## src/rtl/irq_request_controller_if.sv

```systemverilog
// Signal bundle between the IRQ request front end and its surroundings.
// The master side drives the request lines and the acknowledge/EOI strobes.
// The slave side is the controller itself.
interface irq_request_controller_if #(
    parameter int NUM_IRQ = 8
);
    localparam int IDX_W = $clog2(NUM_IRQ);

    logic [NUM_IRQ-1:0] irq_lines;
    logic [NUM_IRQ-1:0] trig_mode;
    logic [NUM_IRQ-1:0] imr;
    logic               inta_pulse;
    logic               eoi;
    logic               rotate_en;
    logic               int_out;
    logic [NUM_IRQ-1:0] irr;
    logic [NUM_IRQ-1:0] isr;
    logic [IDX_W-1:0]   vector_idx;
    logic               vector_valid;
    logic               spurious;

    modport master (
        output irq_lines, trig_mode, imr, inta_pulse, eoi, rotate_en,
        input  int_out, irr, isr, vector_idx, vector_valid, spurious
    );

    modport slave (
        input  irq_lines, trig_mode, imr, inta_pulse, eoi, rotate_en,
        output int_out, irr, isr, vector_idx, vector_valid, spurious
    );
endinterface

```

## src/rtl/irq_request_controller.sv

```systemverilog
// 8259-style interrupt request front end.
// Synchronises raw IRQ lines, captures them into the IRR (edge or level),
// resolves priority against IMR/ISR with fixed or rotating order, runs the
// two-pulse INTA sequence and services non-specific EOI.
module irq_request_controller #(
    parameter int NUM_IRQ     = 8,
    parameter int SYNC_STAGES = 2
) (
    input  logic                     clk,
    input  logic                     rst_n,
    irq_request_controller_if.slave  bus
);

    localparam int IDX_W = $clog2(NUM_IRQ);

    typedef enum logic {
        IDLE,
        WAIT2
    } state_t;

    // Synchroniser stages, one vector per stage
    logic [NUM_IRQ-1:0] sync_p [SYNC_STAGES];
    logic [NUM_IRQ-1:0] hist_q;
    logic [NUM_IRQ-1:0] synced;
    logic [NUM_IRQ-1:0] rise;

    logic [NUM_IRQ-1:0] irr_q, irr_d;
    logic [NUM_IRQ-1:0] isr_q, isr_d;
    logic [NUM_IRQ-1:0] cand;
    logic [NUM_IRQ-1:0] inta_set, inta_clr, eoi_clr;
    logic [IDX_W-1:0]   base_q, base_d;
    logic [IDX_W-1:0]   vidx_q, vidx_d;
    logic [IDX_W-1:0]   win_idx, top_idx;
    logic               win_vld, top_vld, nest_ok;
    logic               int_q, int_d;
    logic               vvld_q, vvld_d;
    logic               spur_q, spur_d;
    logic               spur_flag_q, spur_flag_d;
    state_t             state_q, state_d;

    // First set bit of vec walking b, b+1, ... modulo NUM_IRQ; MSB = found
    function automatic logic [IDX_W:0] pick_first(input logic [NUM_IRQ-1:0] vec,
                                                  input logic [IDX_W-1:0]   b);
        logic [IDX_W:0] res;
        int             idx;
        res = '0;
        for (int k = NUM_IRQ - 1; k >= 0; k--) begin
            idx = (int'(b) + k) % NUM_IRQ;
            if (vec[IDX_W'(idx)]) res = {1'b1, IDX_W'(idx)};
        end
        return res;
    endfunction

    // Position of idx in the current priority order (0 = highest)
    function automatic int rank(input logic [IDX_W-1:0] idx,
                                input logic [IDX_W-1:0] b);
        return (int'(idx) - int'(b) + NUM_IRQ) % NUM_IRQ;
    endfunction

    assign synced = sync_p[SYNC_STAGES-1];
    assign rise   = synced & ~hist_q;

    // Input synchroniser and edge-history flops
    always_ff @(posedge clk or negedge rst_n) begin
        if (!rst_n) begin
            for (int s = 0; s < SYNC_STAGES; s++) sync_p[s] <= '0;
            hist_q <= '0;
        end else begin
            sync_p[0] <= bus.irq_lines;
            for (int s = 1; s < SYNC_STAGES; s++) sync_p[s] <= sync_p[s-1];
            hist_q <= synced;
        end
    end

    // Priority resolution: winning request and highest in-service channel
    always_comb begin
        cand               = irr_q & ~bus.imr;
        {win_vld, win_idx} = pick_first(cand, base_q);
        {top_vld, top_idx} = pick_first(isr_q, base_q);
        nest_ok            = win_vld &&
                             (!top_vld || (rank(win_idx, base_q) < rank(top_idx, base_q)));
    end

    // INTA sequencer: next state, acknowledge effects and CPU request
    always_comb begin
        state_d     = state_q;
        vidx_d      = vidx_q;
        spur_flag_d = spur_flag_q;
        vvld_d      = 1'b0;
        spur_d      = 1'b0;
        int_d       = 1'b0;
        inta_set    = '0;
        inta_clr    = '0;
        case (state_q)
            IDLE: begin
                if (bus.inta_pulse) begin
                    if (win_vld) begin
                        vidx_d   = win_idx;
                        inta_set = NUM_IRQ'(1) << win_idx;
                        // level channels keep following the line
                        inta_clr = inta_set & ~bus.trig_mode;
                    end else begin
                        vidx_d      = IDX_W'(NUM_IRQ - 1);
                        spur_flag_d = 1'b1;
                    end
                    state_d = WAIT2;
                end else begin
                    int_d = nest_ok;
                end
            end
            WAIT2: begin
                if (bus.inta_pulse) begin
                    vvld_d      = 1'b1;
                    spur_d      = spur_flag_q;
                    spur_flag_d = 1'b0;
                    state_d     = IDLE;
                end
            end
            default: state_d = IDLE;
        endcase
    end

    // EOI on the pre-update ISR, then INTA set; request capture with set winning
    always_comb begin
        eoi_clr = '0;
        base_d  = base_q;
        if (bus.eoi && top_vld) begin
            eoi_clr = NUM_IRQ'(1) << top_idx;
            if (bus.rotate_en) base_d = IDX_W'((int'(top_idx) + 1) % NUM_IRQ);
        end
        isr_d = (isr_q & ~eoi_clr) | inta_set;
        irr_d = (bus.trig_mode & synced) |
                (~bus.trig_mode & ((irr_q & ~inta_clr) | rise));
    end

    // Controller state registers
    always_ff @(posedge clk or negedge rst_n) begin
        if (!rst_n) begin
            state_q     <= IDLE;
            irr_q       <= '0;
            isr_q       <= '0;
            base_q      <= '0;
            vidx_q      <= '0;
            int_q       <= 1'b0;
            vvld_q      <= 1'b0;
            spur_q      <= 1'b0;
            spur_flag_q <= 1'b0;
        end else begin
            state_q     <= state_d;
            irr_q       <= irr_d;
            isr_q       <= isr_d;
            base_q      <= base_d;
            vidx_q      <= vidx_d;
            int_q       <= int_d;
            vvld_q      <= vvld_d;
            spur_q      <= spur_d;
            spur_flag_q <= spur_flag_d;
        end
    end

    assign bus.int_out      = int_q;
    assign bus.irr          = irr_q;
    assign bus.isr          = isr_q;
    assign bus.vector_idx   = vidx_q;
    assign bus.vector_valid = vvld_q;
    assign bus.spurious     = spur_q;

endmodule

```

## src/flat_wrapper.sv

```systemverilog
// flat-port wrapper written by rule: the top's interface ports become plain ports
module irq_request_controller_flat 
#(
    parameter int NUM_IRQ     = 8,
    parameter int SYNC_STAGES = 2
)
  (clk, rst_n, bus_irq_lines, bus_trig_mode, bus_imr, bus_inta_pulse, bus_eoi, bus_rotate_en, bus_int_out, bus_irr, bus_isr, bus_vector_idx, bus_vector_valid, bus_spurious);
  irq_request_controller_if #(.NUM_IRQ(NUM_IRQ)) bus_i ();
  input  logic clk;
  input  logic rst_n;
  input wire logic [$bits(bus_i.irq_lines)-1:0] bus_irq_lines;
  input wire logic [$bits(bus_i.trig_mode)-1:0] bus_trig_mode;
  input wire logic [$bits(bus_i.imr)-1:0] bus_imr;
  input wire logic [$bits(bus_i.inta_pulse)-1:0] bus_inta_pulse;
  input wire logic [$bits(bus_i.eoi)-1:0] bus_eoi;
  input wire logic [$bits(bus_i.rotate_en)-1:0] bus_rotate_en;
  output wire logic [$bits(bus_i.int_out)-1:0] bus_int_out;
  output wire logic [$bits(bus_i.irr)-1:0] bus_irr;
  output wire logic [$bits(bus_i.isr)-1:0] bus_isr;
  output wire logic [$bits(bus_i.vector_idx)-1:0] bus_vector_idx;
  output wire logic [$bits(bus_i.vector_valid)-1:0] bus_vector_valid;
  output wire logic [$bits(bus_i.spurious)-1:0] bus_spurious;
  assign bus_i.irq_lines = bus_irq_lines;
  assign bus_i.trig_mode = bus_trig_mode;
  assign bus_i.imr = bus_imr;
  assign bus_i.inta_pulse = bus_inta_pulse;
  assign bus_i.eoi = bus_eoi;
  assign bus_i.rotate_en = bus_rotate_en;
  assign bus_int_out = bus_i.int_out;
  assign bus_irr = bus_i.irr;
  assign bus_isr = bus_i.isr;
  assign bus_vector_idx = bus_i.vector_idx;
  assign bus_vector_valid = bus_i.vector_valid;
  assign bus_spurious = bus_i.spurious;
  irq_request_controller #(.NUM_IRQ(NUM_IRQ), .SYNC_STAGES(SYNC_STAGES)) u_core (.clk(clk), .rst_n(rst_n), .bus(bus_i));
endmodule
```

## config.mk

```make
export PLATFORM = sky130hd
export DESIGN_NAME = irq_request_controller_flat
export DESIGN_NICKNAME = d
export VERILOG_FILES = /design/src/rtl/irq_request_controller_if.sv /design/src/rtl/irq_request_controller.sv /design/src/flat_wrapper.sv
export SDC_FILE = /design/constraint.sdc
export NUM_CORES = 1
export LEC_CHECK = 0
export BUFFER_PORTS_ARGS = -buffer_cell sky130_fd_sc_hd__buf_2
export CAP_MARGIN = 0
export CORE_MARGIN = 2
export CORE_UTILIZATION = 41
export CTS_BUF_LIST = sky130_fd_sc_hd__clkbuf_4 sky130_fd_sc_hd__clkbuf_8 sky130_fd_sc_hd__clkbuf_16
export DETAILED_ROUTE_END_ITERATION = 8
export GPL_TIMING_DRIVEN = 0
export HOLD_SLACK_MARGIN = 0.02
export SYNTH_ARGS = -nofsm -noshare
export SYNTH_HDL_FRONTEND = slang
export SYNTH_SLANG_ARGS = --single-unit
```

## constraint.sdc

```tcl
create_clock -name clk -period 8.8 [get_ports clk]
set_clock_uncertainty 0.1 [all_clocks]
set_input_delay 0.44 -clock clk [delete_from_list [all_inputs] [get_ports clk]]
set_output_delay 0.44 -clock clk [all_outputs]
set_load 0.02 [all_outputs]
```

## Word-level counts from Yosys, hierarchy flattened

Cells that the tools add are included.
Widths: inputs -> output; s select.

- Logic and storage cells: 149
- Register bits: 51
- Input port bits: 29

- Eq/ne operators: 3
- Bitwise logic cells: 18
- Shifts and indexed selects: 2
- Multiplexer cells: 84
- Reduce and logical (&&, ||, !) cells: 9
- Add/subtract/negate cells: 12
- $lt $le $gt $ge: 9

Operators with widths:

| cell | number |
|---|---|
| $add 32x5->32 const B | 2 |
| $mux 4 | 16 |
| $and 8x8->8 | 7 |
| $mux 8 | 7 |
| $bmux 1 s3 | 16 |
| $mux 1 | 42 |
| $lt 3x5->1 const B | 8 |
| $not 8->8 | 5 |
| $or 8x8->8 | 3 |
| $shl 1x3->8 const A | 2 |
| $add 3x3->3 const B | 4 |
| $sub 3x3->4 | 2 |
| $add 3x1->3 const B | 2 |
| $add 3x2->3 const B | 2 |
| $ne 2x2->1 const B | 3 |
| $reduce_or 3->1 | 2 |
| $lt 4x4->1 | 1 |
| $pmux 1 s2 | 2 |
| $reduce_and 2->1 | 2 |
| $mux 3 | 1 |
| $reduce_and 3->1 | 1 |
| $and 1x1->1 | 2 |
| $logic_and 1x1->1 | 2 |
| $logic_not 1->1 | 1 |
| 2 further kinds | 2 |

## Logic depth before layout (Yosys ltp)

Gate-level depths: netlist of run 1.

- Depth after elaboration: 23
- Mapped depth: 19

## Least setup slack after synthesis of run 1

No wires, ideal clock.

- Kind: flip-flop to flip-flop
- Start: register u_core.base_q[1]
- End: register u_core.int_q, in the netlist u_core.bus.int_out
- Stages on the path, launching flop included: 18
- Setup slack: 3945 ps
- Data arrival time: 4629 ps
- Period minus slack after synthesis: 4855 ps
- Data required time: 8575 ps
- Cell sequence: dfrtp_1 -> clkbuf_1 -> inv_1 -> clkbuf_1 -> ha_1 -> buf_2 -> mux4_2 -> a21boi_0 -> o21ai_0 -> a21boi_0 -> o21ai_0 -> and2_1 -> ha_1 -> fa_1 -> ha_1 -> a21o_1 -> a21o_1 -> a2111oi_0

- Cells in the longest elaborated chain, start to end: 21
- Elaborated cells on any way between the ends: 85
- Those cells by class: 11 x add/sub; 1 x order compare; 66 x mux; 2 x bitwise; 5 x reduce/logical

RTL lines:

| what | RTL line | source |
|---|---|---|
| start: declaration | irq_request_controller.sv:31 | `logic [IDX_W-1:0] base_q, base_d;` |
| start signal: assignment | irq_request_controller.sv:152 | `base_q <= base_d;` |
| $add 3x3->3 | irq_request_controller.sv:48 | `idx = (int'(b) + k) % NUM_IRQ;` |
| $bmux 1 s3 | irq_request_controller.sv:49 | `if (vec[IDX_W'(idx)]) res = {1'b1, IDX_W'(idx)};` |
| $mux 1 (implied by the code) (2 in a row) | irq_request_controller.sv:49 |  |
| $mux 4 (8 in a row) | irq_request_controller.sv:49 |  |
| $sub 3x3->4 | irq_request_controller.sv:57 | `return (int'(idx) - int'(b) + NUM_IRQ) % NUM_IRQ;` |
| $add 32x5->32 | irq_request_controller.sv:57 |  |
| $reduce_or 3->1 (no line) | -- |  |
| $and 1x1->1 (no line) | -- |  |
| $lt 4x4->1 | irq_request_controller.sv:81 | `(!top_vld \|\| (rank(win_idx, base_q) < rank(top_idx, base_q)));` |
| $logic_or 1x1->1 | irq_request_controller.sv:81 |  |
| $logic_and 1x1->1 (*) | irq_request_controller.sv:80 | `nest_ok = win_vld &&` |
| $mux 1 (*) | irq_request_controller.sv:96 | `if (bus.inta_pulse) begin` |
| $mux 1 (*) | irq_request_controller.sv:94 | `case (state_q)` |
| via u_core.int_d | irq_request_controller.sv:35 | `logic int_q, int_d;` |
| end signal: assignment | irq_request_controller.sv:154 | `int_q <= int_d;` |
| end: declaration | irq_request_controller.sv:35 |  |

The timed path passes the listed nets; every way through them passes the cells marked *. The select of a mux whose other input is x is not followed.
A chain may end at the register's enable or synchronous reset.

## Worst setup path in the final report of run 1

Ends and elaborated chain as after synthesis.

==> impl_metrics.ini, run 1 <==
[critical_path]
cp_top_family = buffers and inverters
path_cells = clkbuf_1 -> inv_1 -> clkbuf_1 -> ha_1 -> buf_2 -> buf_1 -> mux4_2 -> nor3_1 -> o211ai_1 -> and3_1 -> ha_1 -> fa_1 -> inv_1 -> ha_1 -> a21o_1 -> a21o_1 -> a2111oi_0
cp.required_ns = 8.89
path_buf_inv = 6
critical_path.max_fanout = 10
max_stage_delay_ns = 0.56
crit_path_end_kind = register
start_kind = register
critPathKind = reg2reg
crit_path_frequent_cell = ha_1
arrival_ns = 5.99
crit_path_top_delay_cell = buf_1

[placed_design]
routabilityCongestion = 0.9112
dp_hpwl_mm = 8.125
port_buffers = 50

[drt]
drc = 0
route.vias.total = 3250
drt_iter0_drc = 209
dr.pass1.iters = 5
routed_wl_mm = 10.23
ant_nets = 0
via_per_inst = 5.793
wl_per_cell_um = 18.24

[sta]
setup_violations = 0
finalCritPeriodShare_pct = 67.08
finalSetupTns_ns = 0
final-max-slew-violation-count = 0
rsz0062_at_grt = no
slew_headroom_pct = 27.22
tightest_slew_ns = 1.092
hold_viol = 0
fmax_mhz = 169.4
finalCriticalPeriod_ns = 5.903

[clocking]
cts_root_buffer = clkbuf_8
post_cts_resized = 0
cts_inserted_buffers = 5
clk_pin_slew_ns = 0.10
h-tree-depth = 2
clock_latency_ns = 0.31
postCtsSetupRepairBufs = 0
cts_hold_buf = 0
cts.sinks = 51
cts_tree = done
cts_buffer_depth = 2

[global_routing]
antenna_found_initial = 0
grt_pass1_vias = 3236
grt_pass1_wl_mm = 16.85
grt_max_degree = 52
track_usage_pct = 21.36
grt.overflow.total = 0

[floorplan]
start_util_pct = 42.29
ios = 51
fp.dieH_um = 101.6
chipWidth_um = 101.6
fp.dieArea_mm2 = 0.01033
rows = 35
core_mm2 = 0.009240

[min_path]
worstHoldPathType = in2reg

[synth]
syn_nets = 420
seq_area_frac_synth_pct = 32.66
yosys_warnings = 0
synthFlopType = dfrtp_1
syn-cell-area_mm2 = 0.003907
synth_edf_count = 0
synth_cell_types = 70
synth.most_common_cell = dfrtp_1
synth_area_per_cell_um2 = 10.45
synth_area_leaders = dfrtp_1 (33%), mux4_2 (12%), ha_1 (4.8%)
synthArstFlopShare_pct = 100.0
syn_inst = 374
yosys.area.top_type_share_pct = 32.66
yosysTopAreaCell = dfrtp_1
ys_seq_elements = 51
synth_common_cells = dfrtp_1 (51), mux4_2 (21), inv_1 (19), nand2_1 (19)

[layout]
drive_gt1_share_pct = 25.23
nets = 477
num_antenna_cells = 0
area_growth_pct = 12.87

[run_status]
status = finished, final reports clean

[run]
drv_cap = 0
-- cell usage in the layout, fill, tap and decap left out, types with 4 or more instances in the layout --
cell	instances
a211o_1	4
a211oi_1	7
a21o_1	9
a21oi_1	14
buf_2	54
clkbuf_1	6
clkbuf_8	5
dfrtp_1	51
ha_1	15
inv_1	19
mux2_2	5
mux2i_1	11
mux4_2	21
nand2_1	19
nand2b_1	14
nand3_1	6
nand3b_1	4
nor2_1	18
nor2b_1	12
nor3_1	10
o211ai_1	6
o21ai_0	18
o21ai_1	9
o31ai_1	4
or2_1	4
-- worst reg2reg max path, stage by stage (launching register included) --
cell       delay [ns]
dfrtp_1          0.49
clkbuf_1         0.54
inv_1            0.21
clkbuf_1         0.31
ha_1             0.47
buf_2            0.27
buf_1            0.56
mux4_2           0.46
nor3_1           0.23
o211ai_1         0.21
and3_1           0.25
ha_1             0.19
fa_1             0.48
inv_1            0.04
ha_1             0.28
a21o_1           0.15
a21o_1           0.16
a2111oi_0        0.39
-- worst paths after layout --
| check | startpoint | endpoint | slack [ns] | cells past startpoint |
|---|---|---|---|---|
| max in group asynchronous | rst_n | u_core.bus.isr[1] | 7.69 | 1 |
| max reg2reg | u_core.base_q[1] | u_core.bus.int_out | 2.90 | 17 |
| max | u_core.base_q[1] | u_core.bus.int_out | 2.90 | 17 |
| min in group asynchronous | rst_n | u_core.sync_p[13] | 0.22 | 1 |
| min | bus_irq_lines[7] | u_core.sync_p[15] | 0.13 | 1 |
| min reg2reg | u_core.sync_p[13] | u_core.synced[5] | 0.25 | 0 |
-- area by class of cell --
class                   instances  area (µm²)
plain buffers                  16       112.6
inverters                      22       86.33
clock buffers                   5       68.82
flip-flops and latches         51        1276
repair buffers                 50       250.2
fillers                       891        4830
well taps                     129       161.4
multi-input cells             285        2432
clock inverters                 3       22.52
-- routing by layer --
metal  global-route usage, %  routed length (µm)  vias up
li1                        -                   -     1527
met2                   35.98                5103      109
met1                   29.67                4514     1601
met3                   1.863                 474       13
met5                       0                   0        -
met4                   5.717                 138        0
-- state kept, by name (all words and copies together), names as in the netlist --
| signal | flops |
|---|---|
| u_core.bus.irr | 8 |
| u_core.bus.isr | 8 |
| u_core.hist_q | 8 |
| u_core.sync_p | 8 |
| u_core.synced | 8 |
| u_core.base_q | 3 |
| u_core.bus.vector_idx | 3 |
| u_core.bus.int_out | 1 |
| u_core.bus.spurious | 1 |
| u_core.bus.vector_valid | 1 |
| u_core.spur_flag_q | 1 |
| u_core.state_q | 1 |
-- logic make-up after synthesis --
group / Yosys count / share of synthesized area [%]
adder cells (fa/ha/maj): 17 / 5.828
XOR/XNOR: 7 / 1.954
AO/OA/AOI/OAI: 111 / 20.14
AND/OR/NAND/NOR: 109 / 16.75
buffers and inverters: 38 / 5.091
multiplexers: 41 / 17.58
flip-flops: 51 / 32.66
-- through the flow --
stage	worst slack, ns	utilization (%)	area, µm²	std cells	hold slack [ns]
after floorplan	3.945	-	3908	374	0.04441
after global placement	3.051	46.74	4319	553	0.2322
after detailed placement	2.963	46.74	4319	553	0.2347
after CTS	2.966	47.73	4410	561	0.1229
after global routing	2.571	47.73	4410	561	0.1146
final	2.897	47.73	4410	561	0.1294
Power of run 1 is not shown: default switching activity piles up to over one toggle a cycle in this logic, so the estimate is an artifact.
==> run 2: changes to the inputs <==
Clock period 8.8 ns to 5.6 ns, I/O delays scaled along.
==> run 2 against run 1 <==
Net effect: first-iteration DRC count shrank 15%; count of clock-buffer cells in the layout is the same; critical path depth shrank 1; design area grew 2.4%; maximum frequency grew 12%; global-route usage grew 0.073 points; die area is the same; final cell count grew 1.2%; core utilization grew 1.1 points.
==> impl_metrics.ini, run 2 (synthesis results as in run 1) <==
[clocking]
clock_latency_ns = 0.31
cts_tree = done
clk_pin_slew_ns = 0.09
cts_root_buffer = clkbuf_8
cts.sinks = 51
cts_inserted_buffers = 5
cts_buffer_depth = 2
h-tree-depth = 2

[sta]
tightest_slew_ns = 1.087
slew_headroom_pct = 27.52
fmax_mhz = 189.8
finalCriticalPeriod_ns = 5.269
rsz0062_at_grt = no
hold_viol = 0
setup_violations = 0
final-max-slew-violation-count = 0
finalCritPeriodShare_pct = 94.09

[placed_design]
routabilityCongestion = 0.9112
place_area_mm2 = 0.004319
port_buffers = 50
dp_hpwl_mm = 8.125

[floorplan]
ios = 51
chipWidth_um = 101.6
start_util_pct = 42.29
fp.dieH_um = 101.6
fp.dieArea_mm2 = 0.01033
core_mm2 = 0.009240
rows = 35

[drt]
ant_nets = 0
drt_iter0_drc = 178
dr.pass1.iters = 5
route.vias.total = 3258
routed_wl_mm = 10.31
wl_per_cell_um = 18.14
drc = 0
via_per_inst = 5.736

[critical_path]
r2r_slack_ns = 0.33
crit_path_frequent_cell = ha_1
worst_r2r_path_depth = 16
critical_path.max_fanout = 13
start_kind = register
reg2reg_to = u_core.bus.int_out
crit_path_top_delay_cell = mux4_2
cp.required_ns = 5.68
r2r_start = u_core.base_q[1]
critPathKind = reg2reg
path_cells = clkbuf_4 -> inv_1 -> ha_1 -> buf_2 -> mux4_2 -> a21boi_1 -> o21ai_0 -> a21boi_0 -> o21ai_0 -> and2_1 -> ha_1 -> fa_1 -> ha_1 -> a21o_1 -> a21o_1 -> a2111oi_0
max_stage_delay_ns = 0.57
arrival_ns = 5.35
crit_path_end_kind = register

[global_routing]
track_usage_pct = 21.43
grt.overflow.total = 0
antenna_found_initial = 0
grt_pass1_wl_mm = 16.91
grt_max_degree = 52
grt_pass1_vias = 3248

[layout]
n_fill_cell = 875
drive_gt1_share_pct = 25.74
nets = 484
final_common_cell = buf_2
finish.instance_area_mm2 = 0.004514
final_cell_mix = buf_2 (54), dfrtp_1 (51), mux4_2 (21)
area_growth_pct = 15.53
num_antenna_cells = 0

[min_path]
worstHoldPathType = in2async

[run_status]
status = finished, final reports clean

[run]
drv_cap = 0
==> run 2: cell types whose count changed in the layout (fill, tap and decap cells not counted), sizes merged <==
cell | previous run | this run
buf | 60 | 59
dlygate4sd3 | 0 | 8
==> run 2: how the worst max path moves through the flow <==
stage,slack [ns],startpoint,endpoint
2_1_floorplan,0.75,u_core.base_q[1],u_core.bus.int_out
3_3_place_gp,-0.15,u_core.base_q[1],u_core.bus.int_out
3_5_place_dp,-0.24,u_core.base_q[1],u_core.bus.int_out
4_1_cts,0.03,u_core.base_q[1],u_core.bus.int_out
5_1_grt,0.05,u_core.base_q[1],u_core.bus.int_out
6_report,0.33,u_core.base_q[1],u_core.bus.int_out
==> run 2: final cells by class <==
| class | instances | area (µm²) | share of cell area, % |
|---|---|---|---|
| inverters | 22 | 86.33 | 1.912 |
| flip-flops and latches | 51 | 1276 | 28.27 |
| repair buffers | 58 | 330.3 | 7.317 |
| plain buffers | 15 | 113.9 | 2.522 |
| well taps | 129 | 161.4 | 3.575 |
| clock buffers | 5 | 68.82 | 1.524 |
| multi-input cells | 285 | 2455 | 54.38 |
| clock inverters | 3 | 22.52 | 0.4989 |
==> run 2: repair_timing <==
| action | 4_1_cts | 5_1_grt |
|---|---|---|
| setup endpoints to repair | 1 | 1 |
| setup buffers | 0 | 0 |
| hold endpoints to repair | 8 | 0 |
| resized for setup | 1 | 7 |
| hold buffers | 8 | 0 |
==> run 2: routing by layer <==
| metal | up-vias | part of all wire [%] | global-route usage [%] |
|---|---|---|---|
| met5 | - | 0 | 0 |
| met4 | 0 | 1.3 | 5.717 |
| met3 | 14 | 5.3 | 1.863 |
| met2 | 111 | 50 | 36.13 |
| met1 | 1589 | 44 | 29.76 |
| li1 | 1544 | - | - |
==> run 2: critical path: cells and delay by family, from the launching register on <==
family | cells | cell delay (ns)
compound gates | 7 | 1.50
fa+ha+maj | 4 | 1.40
buf+inv | 3 | 0.83
mux | 1 | 0.57
flops | 1 | 0.49
simple gates | 1 | 0.26
==> run 2: metrics by stage <==
stage	worst slack (ns)	TNS, ns	hold slack, ns	utilization [%]	cells
floorplan	0.7455	0	-0.1156	-	374
global placement	-0.1491	-0.1491	0.2322	46.74	553
detailed placement	-0.2368	-0.2368	0.2347	46.74	553
CTS	0.03035	0	0.09376	48.61	569
global route	0.05067	0	0.09798	48.86	568
finish	0.3309	0	0.06176	48.86	568
Power of run 2 is left out for the same reason.
